--- config.mk ---
export PLATFORM = sky130hd
export DESIGN_NAME = kb_div3_serial_divider_flat
export DESIGN_NICKNAME = d
export VERILOG_FILES = /design/src/rtl/kb_div3_serial_divider_pkg.sv /design/src/rtl/kb_div3_serial_divider_if.sv /design/src/rtl/kb_div3_serial_divider_bit_cell.sv /design/src/rtl/kb_div3_serial_divider.sv /design/src/flat_wrapper.sv
export SDC_FILE = /design/constraint.sdc
export NUM_CORES = 1
export LEC_CHECK = 0
export CAP_MARGIN = 20
export CORE_MARGIN = 2
export CORE_UTILIZATION = 50
export CTS_CLUSTER_DIAMETER = 100
export DETAILED_ROUTE_END_ITERATION = 12
export HOLD_SLACK_MARGIN = 0.02
export PLACE_DENSITY = 0.84
export SYNTH_ARGS = -nofsm -noshare
export SYNTH_HDL_FRONTEND = slang
export SYNTH_SLANG_ARGS = --single-unit
--- constraint.sdc ---
create_clock -name sys_clock -period 3.6 [get_ports sys_clock]
set_input_delay 0.72 -clock sys_clock [delete_from_list [all_inputs] [get_ports sys_clock]]
set_output_delay 0.72 -clock sys_clock [all_outputs]
set_load 0.03 [all_outputs]
--- src/rtl/kb_div3_serial_divider_pkg.sv ---
// Shared constants and types for the digit-serial divide-by-3 unit.
package kb_div3_pkg;

  localparam int SIZE_DEFAULT = 20;
  localparam int DIGIT_BITS   = 4;

  typedef enum logic {
    ST_IDLE = 1'b0,
    ST_RUN  = 1'b1
  } state_e;

  typedef logic [1:0] rem_t;

endpackage

--- src/rtl/kb_div3_serial_divider_if.sv ---
// Load/result bundle between a requester (master) and the divide-by-3 unit (slave).
interface kb_div3_serial_divider_if #(
  parameter int SIZE = kb_div3_pkg::SIZE_DEFAULT
);

  logic               shift_en;
  logic [SIZE-1:0]    divident;
  logic [SIZE-1:0]    quotient;
  kb_div3_pkg::rem_t  reminder;
  logic               busy;
  logic               done;

  modport master (
    output shift_en, divident,
    input  quotient, reminder, busy, done
  );

  modport slave (
    input  shift_en, divident,
    output quotient, reminder, busy, done
  );

endinterface

--- src/rtl/kb_div3_serial_divider_bit_cell.sv ---
// One restoring step of the mod-3 reduction: t = 2r + b, q = (t >= 3), r' = t mod 3.
module kb_div3_bit_cell
  import kb_div3_pkg::*;
(
  input  rem_t r_i,
  input  logic b_i,
  output logic q_o,
  output rem_t r_o
);

  // Quotient bit and next remainder from current remainder and incoming dividend bit
  always_comb begin
    q_o = 1'b0;
    r_o = 2'd0;
    case ({r_i, b_i})
      3'b000: begin q_o = 1'b0; r_o = 2'd0; end
      3'b001: begin q_o = 1'b0; r_o = 2'd1; end
      3'b010: begin q_o = 1'b0; r_o = 2'd2; end
      3'b011: begin q_o = 1'b1; r_o = 2'd0; end
      3'b100: begin q_o = 1'b1; r_o = 2'd1; end
      3'b101: begin q_o = 1'b1; r_o = 2'd2; end
      // r_i == 3 is unreachable; fold it to a legal remainder
      default: begin q_o = 1'b0; r_o = 2'd0; end
    endcase
  end

endmodule

--- src/rtl/kb_div3_serial_divider.sv ---
// MSB-first digit-serial divide-by-3, DIGIT_BITS dividend bits per clock.
// Optional embedded checks are compiled in with KB_DIV3_ASSERT_EN.
module kb_div3_serial_divider
  import kb_div3_pkg::*;
#(
  parameter int SIZE = SIZE_DEFAULT
) (
  input  logic                      sys_clock,
  input  logic                      reset_n,
  kb_div3_serial_divider_if.slave   bus
);

  localparam int STEPS = SIZE / DIGIT_BITS;
  localparam int CNT_W = $clog2(STEPS + 1);
  localparam logic [CNT_W-1:0] LAST_STEP = CNT_W'(STEPS - 1);

  state_e            state_q,    state_d;
  logic [SIZE-1:0]   div_sr_q,   div_sr_d;
  logic [SIZE-1:0]   quo_sr_q,   quo_sr_d;
  rem_t              r_q,        r_d;
  logic [CNT_W-1:0]  step_q,     step_d;
  logic [SIZE-1:0]   quotient_q, quotient_d;
  rem_t              reminder_q, reminder_d;
  logic              busy_q,     busy_d;
  logic              done_q,     done_d;

  rem_t                  r_chain_s [0:DIGIT_BITS];
  logic [DIGIT_BITS-1:0] q_bits_s;
  logic [SIZE-1:0]       quo_next_s;

  assign r_chain_s[0] = r_q;

  // Cell i consumes dividend bit SIZE-1-i, so the chain walks the top digit MSB first
  for (genvar i = 0; i < DIGIT_BITS; i++) begin : g_cell
    kb_div3_bit_cell u_cell (
      .r_i (r_chain_s[i]),
      .b_i (div_sr_q[SIZE-1-i]),
      .q_o (q_bits_s[DIGIT_BITS-1-i]),
      .r_o (r_chain_s[i+1])
    );
  end

  assign quo_next_s = (quo_sr_q << DIGIT_BITS) | SIZE'(q_bits_s);

  // State and datapath registers with synchronous active-high reset
  always_ff @(posedge sys_clock) begin
    if (reset_n) begin
      state_q    <= ST_IDLE;
      div_sr_q   <= '0;
      quo_sr_q   <= '0;
      r_q        <= 2'd0;
      step_q     <= '0;
      quotient_q <= '0;
      reminder_q <= 2'd0;
      busy_q     <= 1'b0;
      done_q     <= 1'b0;
    end else begin
      state_q    <= state_d;
      div_sr_q   <= div_sr_d;
      quo_sr_q   <= quo_sr_d;
      r_q        <= r_d;
      step_q     <= step_d;
      quotient_q <= quotient_d;
      reminder_q <= reminder_d;
      busy_q     <= busy_d;
      done_q     <= done_d;
    end
  end

  // Next-state logic; a load strobe always wins, which also aborts a running operation
  always_comb begin
    state_d    = state_q;
    div_sr_d   = div_sr_q;
    quo_sr_d   = quo_sr_q;
    r_d        = r_q;
    step_d     = step_q;
    quotient_d = quotient_q;
    reminder_d = reminder_q;
    done_d     = 1'b0;

    if (bus.shift_en) begin
      state_d  = ST_RUN;
      div_sr_d = bus.divident;
      quo_sr_d = '0;
      r_d      = 2'd0;
      step_d   = '0;
    end else begin
      case (state_q)
        ST_IDLE: begin
          state_d = ST_IDLE;
        end
        ST_RUN: begin
          div_sr_d = div_sr_q << DIGIT_BITS;
          quo_sr_d = quo_next_s;
          r_d      = r_chain_s[DIGIT_BITS];
          step_d   = step_q + CNT_W'(1);
          if (step_q == LAST_STEP) begin
            state_d    = ST_IDLE;
            quotient_d = quo_next_s;
            reminder_d = r_chain_s[DIGIT_BITS];
            done_d     = 1'b1;
          end else begin
            state_d    = ST_RUN;
          end
        end
        default: begin
          state_d = ST_IDLE;
        end
      endcase
    end

    busy_d = (state_d == ST_RUN);
  end

  assign bus.quotient = quotient_q;
  assign bus.reminder = reminder_q;
  assign bus.busy     = busy_q;
  assign bus.done     = done_q;

`ifdef KB_DIV3_ASSERT_EN
  logic [SIZE-1:0] latched_q;

  // Copy of the operand currently being divided, for the result identity check
  always_ff @(posedge sys_clock) begin
    if (reset_n) begin
      latched_q <= '0;
    end else if (bus.shift_en) begin
      latched_q <= bus.divident;
    end else begin
      latched_q <= latched_q;
    end
  end

  a_rem_legal: assert property (@(posedge sys_clock) disable iff (reset_n)
    reminder_q != 2'd3);

  a_result_ok: assert property (@(posedge sys_clock) disable iff (reset_n)
    done_q |-> (({2'b00, quotient_q} * (SIZE+2)'(3)) + (SIZE+2)'(reminder_q))
               == {2'b00, latched_q});

  a_done_pulse: assert property (@(posedge sys_clock) disable iff (reset_n)
    done_q |=> !done_q);
`endif

endmodule

--- src/flat_wrapper.sv ---
// flat-port wrapper written by rule: the top's interface ports become plain ports
module kb_div3_serial_divider_flat import kb_div3_pkg::*;
#(
  parameter int SIZE = SIZE_DEFAULT
)
  (sys_clock, reset_n, bus_shift_en, bus_divident, bus_quotient, bus_reminder, bus_busy, bus_done);
  kb_div3_serial_divider_if #(.SIZE(SIZE)) bus_i ();
  input  logic sys_clock;
  input  logic reset_n;
  input wire logic [$bits(bus_i.shift_en)-1:0] bus_shift_en;
  input wire logic [$bits(bus_i.divident)-1:0] bus_divident;
  output wire logic [$bits(bus_i.quotient)-1:0] bus_quotient;
  output wire logic [$bits(bus_i.reminder)-1:0] bus_reminder;
  output wire logic [$bits(bus_i.busy)-1:0] bus_busy;
  output wire logic [$bits(bus_i.done)-1:0] bus_done;
  assign bus_i.shift_en = bus_shift_en;
  assign bus_i.divident = bus_divident;
  assign bus_quotient = bus_i.quotient;
  assign bus_reminder = bus_i.reminder;
  assign bus_busy = bus_i.busy;
  assign bus_done = bus_i.done;
  kb_div3_serial_divider #(.SIZE(SIZE)) u_core (.sys_clock(sys_clock), .reset_n(reset_n), .bus(bus_i));
endmodule
Word-level counts from Yosys, hierarchy flattened
Cells that the tools add are included.
{ "op_classes": {"addsub": 1, "multipliers": 0, "div_mod_pow": 0, "magnitude_cmp": 0, "n_eq_ne": 21, "shifts": 0, "n_mux": 14, "n_bitwise": 3, "n_reduce_logical": 16} }
{ "ops": {"columns": ["cell", "count"], "rows": [
  ["$mux 20", 2],
  ["$eq 3x3->1 const B", 9],
  ["$eq 3x2->1 const B", 8],
  ["$or 20x4->20", 1],
  ["$reduce_or 2->1", 9],
  ["$pmux 2 s2", 4],
  ["$reduce_or 3->1", 5],
  ["$eq 3x1->1 const B", 4],
  ["$mux 1", 7],
  ["$add 3x1->3 const B", 1],
  ["$reduce_and 3->1", 1],
  ["$not 1->1", 2],
  ["$pmux 1 s2", 1],
  ["$reduce_bool 2->1", 1]
]} }
{ "totals": {"reg_bits": 65, "latchBits": 0, "ramBits": 0, "romBits": 0, "inputBits": 23, "out_inout_bits": 24, "word_cells": 63, "memories": 0} }

Logic depth before layout (Yosys ltp)
Gate-level depths: netlist of run 1.
{ "depth": {"word_depth": 13, "mapped_depth": 9, "depth_no_buf": 7} }

Hierarchy
Synthesis of run 1 repeated with hierarchy kept, for this count alone.
{ "hier_totals": {"hier_cells": 292, "hier_area_um2": 2919.0} }
{ "modules_own_cells": {"columns": ["mod", "n_inst", "cells_per_inst", "area_per_inst_um2", "seq_area_each_um2"], "rows": [
  ["kb_div3_serial_divider", 1, 264, 2743.9, 1301.2],
  ["kb_div3_bit_cell", 4, 7, 43.8, 0.0]
]} }

Least setup slack after synthesis of run 1
Ideal clock, no wire load.
{ "synth_path": {"path_type": "input to register", "startpoint": "in bus_shift_en", "endpoint": "reg u_core.quotient_q[3], in the netlist u_core.bus.quotient[3]", "setup_time_ns": 0.065, "arrival_ns": 1.659, "t_required_ns": 3.535, "setup_slack_ns": 1.876, "stages": 7, "n_path_buf": 3, "cell_sequence": "buf_2 -> nor2_1 -> and2_1 -> clkbuf_1 -> buf_2 -> o32ai_1 -> nor2_1"} }
{ "synth_via": {"elab_chain_len": 2} }
{ "synth_lines": {"columns": ["element", "line_no", "rtl"], "rows": [
  ["start, declared", "flat_wrapper.sv:10", "input wire logic [$bits(bus_i.shift_en)-1:0] bus_shift_en;"],
  ["$not 1->1 (no source line)", null, null],
  ["$reduce_and 3->1 (no source line)", null, null],
  ["end signal, assigned", "kb_div3_serial_divider.sv:63", "quotient_q <= quotient_d;"],
  ["end, declared", "kb_div3_serial_divider.sv:22", "logic [SIZE-1:0] quotient_q, quotient_d;"]
]} }
Every way passes these cells.
A chain may end at the register's enable or synchronous reset.

Worst setup path in the final report of run 1
{ "layout_path": {"startpoint": "reg u_core.busy_q, in the netlist u_core.bus.busy", "endpoint": "out bus_busy"} }
{ "layout_rtl": {"columns": ["element", "line_no", "rtl"], "rows": [
  ["start, declared", "kb_div3_serial_divider.sv:24", "logic busy_q, busy_d;"],
  ["start signal, assigned", "kb_div3_serial_divider.sv:65", "busy_q <= busy_d;"],
  ["end, declared", "flat_wrapper.sv:14", "output wire logic [$bits(bus_i.busy)-1:0] bus_busy;"]
]} }
No word-level cell between the ends.

==> results.md, run 1 <==
- Status: finished clean
- Most frequent cells in the layout: nor2_1 (67), dfxtp_1 (64), clkdlybuf4s50_1 (46), nand2_1 (43), a21oi_1 (43)
- Worst Path Arrival: 1.61 ns
- Drt pass-1 iters: 4
- Clock Skew: 0.0146 ns
- Largest stage delay, worst path: between 0.7 and 0.8 ns
- Via count: between 2000 and 3000
- Layout cells sized above 1: around 6.6%
- Via density: 5.41
- Hpwl dp: ~3.8 mm
- Core area: ~0.0059 mm^2
- Most common cell after layout, fill and taps aside: nor2_1
- Final hold viol count: 0
- Largest net degree at the start of global routing: 45
- Ys Warns: 0
- Peak supply drop: ~0.31 mV
- Critical Path RT: roughly 2.9 ns
- Root Driver: clkbuf_8
- Peak Freq: roughly 430 MHz
- Critical path class: reg -> out
- EDFF count, synth: 0
- Final min period: between 2 and 2.5 ns
- Post-route worst setup slack: 1.27 ns
- Port Buffer Count: between 40 and 50
- FF+latch count, synth: 65
- Final #Nets: between 400 and 500
- Initial antenna violation count: 0
- Setup TNS: 0 ns
- Skew-Pair Late Insertion Delay: about 0.34 ns
- Class of the worst hold path: reg -> reg
- P&R area growth vs syn: 21.0%
- Worst slew pin tran: 0.802 ns
- Gates resized, CTS repair: 0
- Critical path startpoint category: flop
- First-pass GRT wire length: around 10 mm
- Cell area power density: 443 mW/mm^2
- Net count after synthesis: between 300 and 400
- Row count: 28
- Clk sinks: 65
- Slowest cell on crit path: clkdlybuf4s50_1
- Synth Area per Inst: between 8 and 9 um^2
- Slew Viols, Final: 0
- GPL Wtd Cong: around 0.84
- Max-cap violation count: 0
- WL/cell: 13.2 um
- CP cell instances: clkdlybuf4s50_1
- Die area: approximately 0.0066 mm^2
- CTS tree: built
- Gr usage total: between 10% and 20%
- Htree depth: 3
- Remaining DRCs: 0
- Vert. Die Dim: 81.2 um
- Cts hold-fix bufs: 0
- Synth Cell Area: 0.00298 mm^2
- Number of I/O pins: between 40 and 50
- Max_slew headroom: a little under half
- Setup repair after global routing missed its margin: no
- Main synth FF type: dfxtp_1
- Leakage: roughly 1.3 nW
- Final setup violation count: 0
- Initial core utilization: about half
- TritonCTS Buffers: 9
- Dpl ws: ~1.2 ns
- Gr ovfl total: 0
- Clock-pin transition on the worst setup and hold timing paths: about 0.07 ns
- Maximum clock insertion buffer count: 2
- Post-route ant nets: 0
- Post-CTS setup buffers: 0
- CP Max Fanout: 13
- Vias in the first global route: ~2200
- Buf+Inv Stages, Crit Path: 1
- Horiz. Die Dim: about 81 um
- Largest delay share family, worst path: buffers and inverters
- FFs w/ async S/R, synth: 0%
- Initial drt markers: approximately 210
- Tcrit/Tclk final: between 60 and 70%
- Synth cell types: 46
- Drt total wl: between 6 and 7 mm
- CP Capture Type: output port
- ANT cells: 0
- Register area share after synthesis: a little over two fifths
- Cells after synthesis: 360
## kinds of logic (layout without fill, tap and decap cells)
family	Yosys count	count (layout)	share of synthesized area [%]
compound gates	75	75	14.9
xor+xnor	8	8	2.35
fa+ha+maj	3	3	1.18
buf+inv	36	67	6.05
flops	65	65	43.7
mux	30	30	10.1
simple gates	143	143	21.7
## metal layers
layer | share of wire, % | global-route usage [%] | vias up
met4 | 1.5 | 6.78 | 0
li1 | - | - | 1281
met2 | 48 | 31.2 | 66
met1 | 46 | 25.4 | 1162
met3 | 4.7 | 5.67 | 11
met5 | 0 | 0 | -
## flip-flops by register name, summed over array words and instances (netlist names)
signal and count:
u_core.bus.busy 1, u_core.r_q 2, u_core.bus.done 1, u_core.bus.reminder 2, u_core.div_sr_q 20, u_core.bus.quotient 20
u_core.quo_sr_q 16, u_core.step_q 3
## final timing paths
path | startpoint | to | slack (ns) | cells past startpoint
hold / removal | u_core.bus.quotient[8] | u_core.bus.quotient[8] | 0.46 | 2
setup / recovery | u_core.bus.busy | bus_busy | 1.27 | 1
hold reg to reg | u_core.bus.quotient[8] | u_core.bus.quotient[8] | 0.46 | 2
setup reg to reg | u_core.div_sr_q[17] | u_core.bus.reminder[0] | 1.61 | 5
## layout make-up
cell class,count,area (um^2)
fillers,511,2240
multi-input cells,259,1500
flip-flops and latches,65,1300
repair buffers,49,483
clock buffers,11,141
well taps,75,93.8
clock inverters,5,78.8
inverters,2,7.51
## per-stage QoR
step	std cells	cell area (um^2)	hold WS [ns]	util, %	power [mW]
2_1_floorplan	360	2980	0.431	-	0.887
3_3_place_gp	450	3390	0.444	57.9	0.921
3_5_place_dp	450	3390	0.447	57.9	0.926
4_1_cts	466	3610	0.456	61.6	1.60
5_1_grt	466	3610	0.473	61.6	1.65
6_report	466	3610	0.456	61.6	1.60
## synth_stat cells, types with 2 or more instances
cell	n	area, um^2
nand3_1	2	10.0
a22oi_1	2	15.0
xnor2_1	4	35.0
nand3b_1	3	22.5
nor2b_1	4	25.0
a32oi_1	2	17.5
buf_1	2	7.51
buf_2	9	45.0
inv_1	2	7.51
a211oi_1	4	30.0
nor2_1	67	251
mux2i_1	30	300
o41ai_1	2	17.5
o21ai_1	5	25.0
nor4_1	2	12.5
nor3_1	3	15.0
xor2_1	4	35.0
o22ai_1	2	12.5
clkbuf_1	15	56.3
dfxtp_1	65	1300
nand2b_1	6	37.5
buf_4	7	52.6
nand2_1	43	161
a21oi_1	43	215
and2_1	2	12.5
nor3b_1	4	30.0
o21ai_0	6	30.0
ha_1	2	25.0
## report_power, final
part	switching (mW)	internal (mW)
logic	0.0737	0.0726
registers	0.0302	0.736
clock network	0.276	0.408
## worst register-to-register path, cell delays in order (launching register included)
cell and delay, ns:
dfxtp_1 0.80, nand2b_1 0.26, mux2i_1 0.12, a32o_1 0.25, nor4_1 0.32, o41ai_1 0.11
(Power assumes the default switching activity.)
==> inputs of run 2 (changes only) <==
Clock period 3.6 ns to 2.4 ns, I/O delays scaled along.
==> results.md, run 2 (same netlist as run 1, synthesis figures left out) <==
- Status: finished clean
- Worst Path Arrival: between 2 and 2.5 ns
- Setup repair after global routing missed its margin: no
- P&R area growth vs syn: 22.7%
- Remaining DRCs: 0
- Fin Hold WS: 0.455 ns
- Clock-pin transition on the worst setup and hold timing paths: 0.08 ns
- FILL cells: between 500 and 600
- Drt total wl: between 6 and 7 mm
- Clk sinks: 65
- Max-cap violation count: 0
- Setup TNS: 0 ns
- Final #Nets: around 420
- Maximum clock insertion buffer count: 2
- Via density: between 5 and 6
- Initial core utilization: roughly half
- Clock Skew: between 0.007 and 0.008 ns
- Final setup violation count: 0
- Largest net degree at the start of global routing: 51
- Vias in the first global route: 2280
- Placement Cell Area: approximately 0.0034 mm^2
- Final Instance Count excl. Fillers: ~470
- Buf+Inv Stages, Crit Path: 0
- Worst slew pin tran: approximately 0.75 ns
- Number of I/O pins: between 40 and 50
- WL/cell: 13.1 um
- Core area: approximately 0.0059 mm^2
- Placed Cells: around 460
- Total Power: 2.43 mW
- Slowest cell on crit path: dfxtp_1
- Largest stage delay, worst path: 0.81 ns
- Vert. Die Dim: between 80 and 90 um
- Critical path startpoint category: flop
- Die area: 0.00659 mm^2
- Port Buffer Count: 46
- Post-CTS setup buffers: 0
- Post-route cell area: between 0.003 and 0.004 mm^2
- CP Max Fanout: 19
- Leakage: 1.31 nW
- Max_slew headroom: about 50%
- Tcrit/Tclk final: 80.1%
- Class of the worst hold path: reg -> reg
- First-pass GRT wire length: around 10 mm
- Layout cells sized above 1: 8.31%
- Largest delay share family, worst path: flip-flops
- Skew-Pair Late Insertion Delay: around 0.34 ns
- ANT cells: 0
- Hpwl dp: about 4.0 mm
- CP Capture Type: flop
- Gr usage total: 20.5%
- Post-route ant nets: 0
- Row count: 28
- CP cell instances: nor2b_1 -> a32oi_1 -> a21oi_1 -> nor3_1 -> a21oi_1
- Peak supply drop: ~0.56 mV
- Gates resized, CTS repair: 0
- Cell area power density: roughly 670 mW/mm^2
- Critical Path RT: between 2 and 3 ns
- Slew Viols, Final: 0
- GPL Wtd Cong: about 0.8
- Htree depth: 3
- Drt pass-1 iters: 4
- Multi-input gate area: between 0.001 and 0.0015 mm^2
- Final hold viol count: 0
- Initial drt markers: ~170
- TritonCTS Buffers: 9
- Horiz. Die Dim: around 81 um
- Most common cell after layout, fill and taps aside: nor2_1
- Most frequent cells in the layout: nor2_1 (67), dfxtp_1 (64), clkdlybuf4s50_1 (46), nand2_1 (43), a21oi_1 (43)
- Peak Freq: 520 MHz
- Top cell by count, worst path: a21oi_1
- Register Area: roughly 0.0013 mm^2
- CTS tree: built
- Via count: between 2000 and 3000
- Cts hold-fix bufs: 0
- Critical path class: reg -> reg
- Gr ovfl total: 0
- Root Driver: clkbuf_8
- Final min period: between 1.5 and 2 ns
- Initial antenna violation count: 0
-- run 2: changes by cell type in the layout (fill, tap and decap cells not counted) --
cell	change
inv_8	+1
clkbuf_8	-1
inv_6	+1
clkbuf_1	-1
buf_4	+6
clkinv_4	-1
clkinv_2	-2
clkinvlp_4	+3
-- run 2: worst paths after layout --
path                            from                      end  slack (ns)  cells past startpoint
min reg2reg  u_core.bus.quotient[14]  u_core.bus.quotient[14]        0.46                      2
max reg2reg            u_core.r_q[1]            u_core.r_q[1]        0.48                      5
min          u_core.bus.quotient[14]  u_core.bus.quotient[14]        0.46                      2
max                    u_core.r_q[1]            u_core.r_q[1]        0.48                      5
-- run 2: where the power goes --
group	total, mW	internal (mW)	switching [mW]
Sequential	1.14	1.10	0.0325
Clock	1.06	0.595	0.464
Combinational	0.239	0.114	0.125
-- run 2: area by class of cell --
class                      instances  area share [%]
multi-input combinational        259            41.0
sequential                        65            35.6
timing repair buffer              55            14.4
clock buffer                       9            3.39
clock inverter                     7            2.81
tap                               75            2.57
inverter                           2           0.205
-- run 2: worst min-delay path, delay by kind of cell (launching register included) --
| kind | cells | cell delay (ns) |
|---|---|---|
| AO/OA/AOI/OAI | 1 | 0.05 |
| flip-flops | 1 | 0.31 |
| AND/OR/NAND/NOR | 1 | 0.05 |
-- run 2: metal layers --
layer  vias up  routed length [um]  track usage (%)
li1       1284                   -                -
met1      1166                2820             26.2
met2        52                3010             31.2
met3        10                 218             7.44
met4         0                 121             8.47
met5         -                   0                0
-- run 2: stage by stage --
step / utilization (%) / setup slack [ns]
after global routing: 62.5 / 0.290
final: 62.5 / 0.477
after CTS: 62.5 / 0.494
after global placement: 58.6 / 0.497
after detailed placement: 58.6 / 0.412
after floorplan: - / 0.841
==> inputs of run 3 (changes only) <==
Clock period 2.4 ns to 1.94 ns, I/O delays scaled along.
==> results.md, run 3 (same netlist as run 1, synthesis figures left out) <==
- Status: finished clean
- Layout cells sized above 1: between 10% and 20%
- Cell area power density: around 770 mW/mm^2
- Vert. Die Dim: just over 80 um
- ANT cells: 0
- Row count: 28
- FF-to-FF End: u_core.r_q[0]
- Final hold viol count: 0
- Core area: just under 0.006 mm^2
- R2r setup slk: approximately 0.21 ns
- Leakage: ~1.4 nW
- Initial drt markers: between 150 and 200
- CP Capture Type: output port
- Class of the worst hold path: reg -> reg
- Worst slew pin tran: about 0.58 ns
- Initial core utilization: around 51%
- Clock Skew: between 0.007 and 0.008 ns
- Skew-Pair Late Insertion Delay: between 0.3 and 0.4 ns
- Clk sinks: 65
- Post-CTS setup buffers: 0
- Max-cap violation count: 0
- Largest delay share family, worst path: buffers and inverters
- Initial antenna violation count: 0
- Critical Path Stages: 1
- Final min period: 1.79 ns
- Largest net degree at the start of global routing: roughly 40
- Cts hold-fix bufs: 0
- First-pass GRT wire length: 10.4 mm
- Gr ovfl total: 0
- Setup repair after global routing missed its margin: no
- Gr usage total: 20.4%
- Int Power: roughly 2.1 mW
- Maximum clock insertion buffer count: 2
- Remaining DRCs: 0
- Final #Nets: 427
- CP cell instances: clkdlybuf4s50_1
- Sequential share of power: approximately 49%
- Clock-pin transition on the worst setup and hold timing paths: roughly 0.070 ns
- Drt total wl: 6.30 mm
- Most common cell after layout, fill and taps aside: nor2_1
- Setup TNS: 0 ns
- Final setup violation count: 0
- Post-route ant nets: 0
- Peak supply drop: between 0.5 and 0.6 mV
- Port Buffer Count: 46
- Die area: 0.00659 mm^2
- Gates resized, CTS repair: 0
- Sw Pwr: about 760 uW
- Comb pwr share: between 10 and 15%
- TritonCTS Buffers: 9
- Critical path class: reg -> out
- Reg2Reg Launch Point: u_core.div_sr_q[16]
- Fin Hold WS: approximately 0.46 ns
- Crit path launch: u_core.bus.quotient[0]
- GPL Wtd Cong: between 0.8 and 0.9
- Peak Freq: 558 MHz
- Critical Path RT: between 1.5 and 2 ns
- Reg2reg path depth: 6
- WL/cell: about 13 um
- Via count: between 2000 and 3000
- Setup crit end: bus_quotient[0]
- Horiz. Die Dim: between 80 and 90 um
- Hpwl dp: 4.28 mm
- Largest stage delay, worst path: around 0.69 ns
- Switching share of power: 26.3%
- Via density: between 5 and 6
- P&R area growth vs syn: 25.3%
- CP Max Fanout: 2
- Vias in the first global route: 2347
- Number of I/O pins: 47
- Max_slew headroom: approximately three fifths
- Drt pass-1 iters: 4
- Buf+Inv Stages, Crit Path: 1
- Tcrit/Tclk final: about 92%
- Root Driver: clkbuf_8
- Worst Path Arrival: between 1 and 1.5 ns
- Htree depth: 3
- CTS tree: built
- Slew Viols, Final: 0
- Most frequent cells in the layout: nor2_1 (67), dfxtp_1 (64), clkdlybuf4s50_1 (46), nand2_1 (43), a21oi_1 (43)
- Critical path startpoint category: flop
- Clock network power share: 40.2%
- Slowest cell on crit path: clkdlybuf4s50_1
-- run 3: changes by cell type in the layout (fill, tap and decap cells not counted), sizes merged --
cell,delta
inv,-1
bufinv,-1
buf,+10
clkinv,+2
-- run 3: area by class of cell --
class                   count  area, um^2
clock buffers               9         124
clock inverters             7        78.8
fillers                   472        2120
inverters                   2        7.51
multi-input cells         259        1500
flip-flops and latches     65        1300
well taps                  75        93.8
repair buffers             65         628
-- run 3: worst min path at each step --
| stage | startpoint | endpoint | slack [ns] | depth (start not counted) |
|---|---|---|---|---|
| floorplan | u_core.quo_sr_q[12] | u_core.bus.quotient[16] | 0.43 | 2 |
| global placement | u_core.bus.quotient[5] | u_core.bus.quotient[5] | 0.45 | 2 |
| detailed placement | u_core.bus.quotient[6] | u_core.bus.quotient[6] | 0.45 | 2 |
| CTS | u_core.bus.quotient[14] | u_core.bus.quotient[14] | 0.46 | 2 |
| global route | u_core.quo_sr_q[12] | u_core.bus.quotient[16] | 0.48 | 2 |
| finish | u_core.bus.quotient[17] | u_core.bus.quotient[17] | 0.46 | 2 |
-- run 3: stage by stage --
| step | std cells | setup WS (ns) | utilization, % | total power [mW] | cell area, um^2 |
|---|---|---|---|---|---|
| after floorplan | 360 | 0.381 | - | 1.65 | 2980 |
| after global placement | 466 | 0.203 | 60.4 | 1.74 | 3530 |
| after detailed placement | 466 | 0.0780 | 60.4 | 1.75 | 3530 |
| after CTS | 482 | 0.137 | 63.8 | 2.90 | 3730 |
| after global routing | 482 | 0.0397 | 63.8 | 2.99 | 3730 |
| final | 482 | 0.147 | 63.8 | 2.88 | 3730 |
-- run 3: routing by layer --
| metal | vias up | wire length, um | GRT usage (%) |
|---|---|---|---|
| met5 | - | 0 | 0 |
| met4 | 0 | 138 | 9.66 |
| met3 | 12 | 318 | 4.67 |
| met2 | 68 | 2980 | 32.6 |
| met1 | 1194 | 2860 | 26.1 |
| li1 | 1310 | - | - |
-- run 3: power groups by stage --
stage	Combinational (mW)	Clock (mW)	Sequential, mW
2_1_floorplan	0.232	0	1.41
3_3_place_gp	0.311	0	1.43
3_5_place_dp	0.321	0	1.43
4_1_cts	0.323	1.17	1.40
5_1_grt	0.355	1.23	1.40
6_report	0.324	1.16	1.40
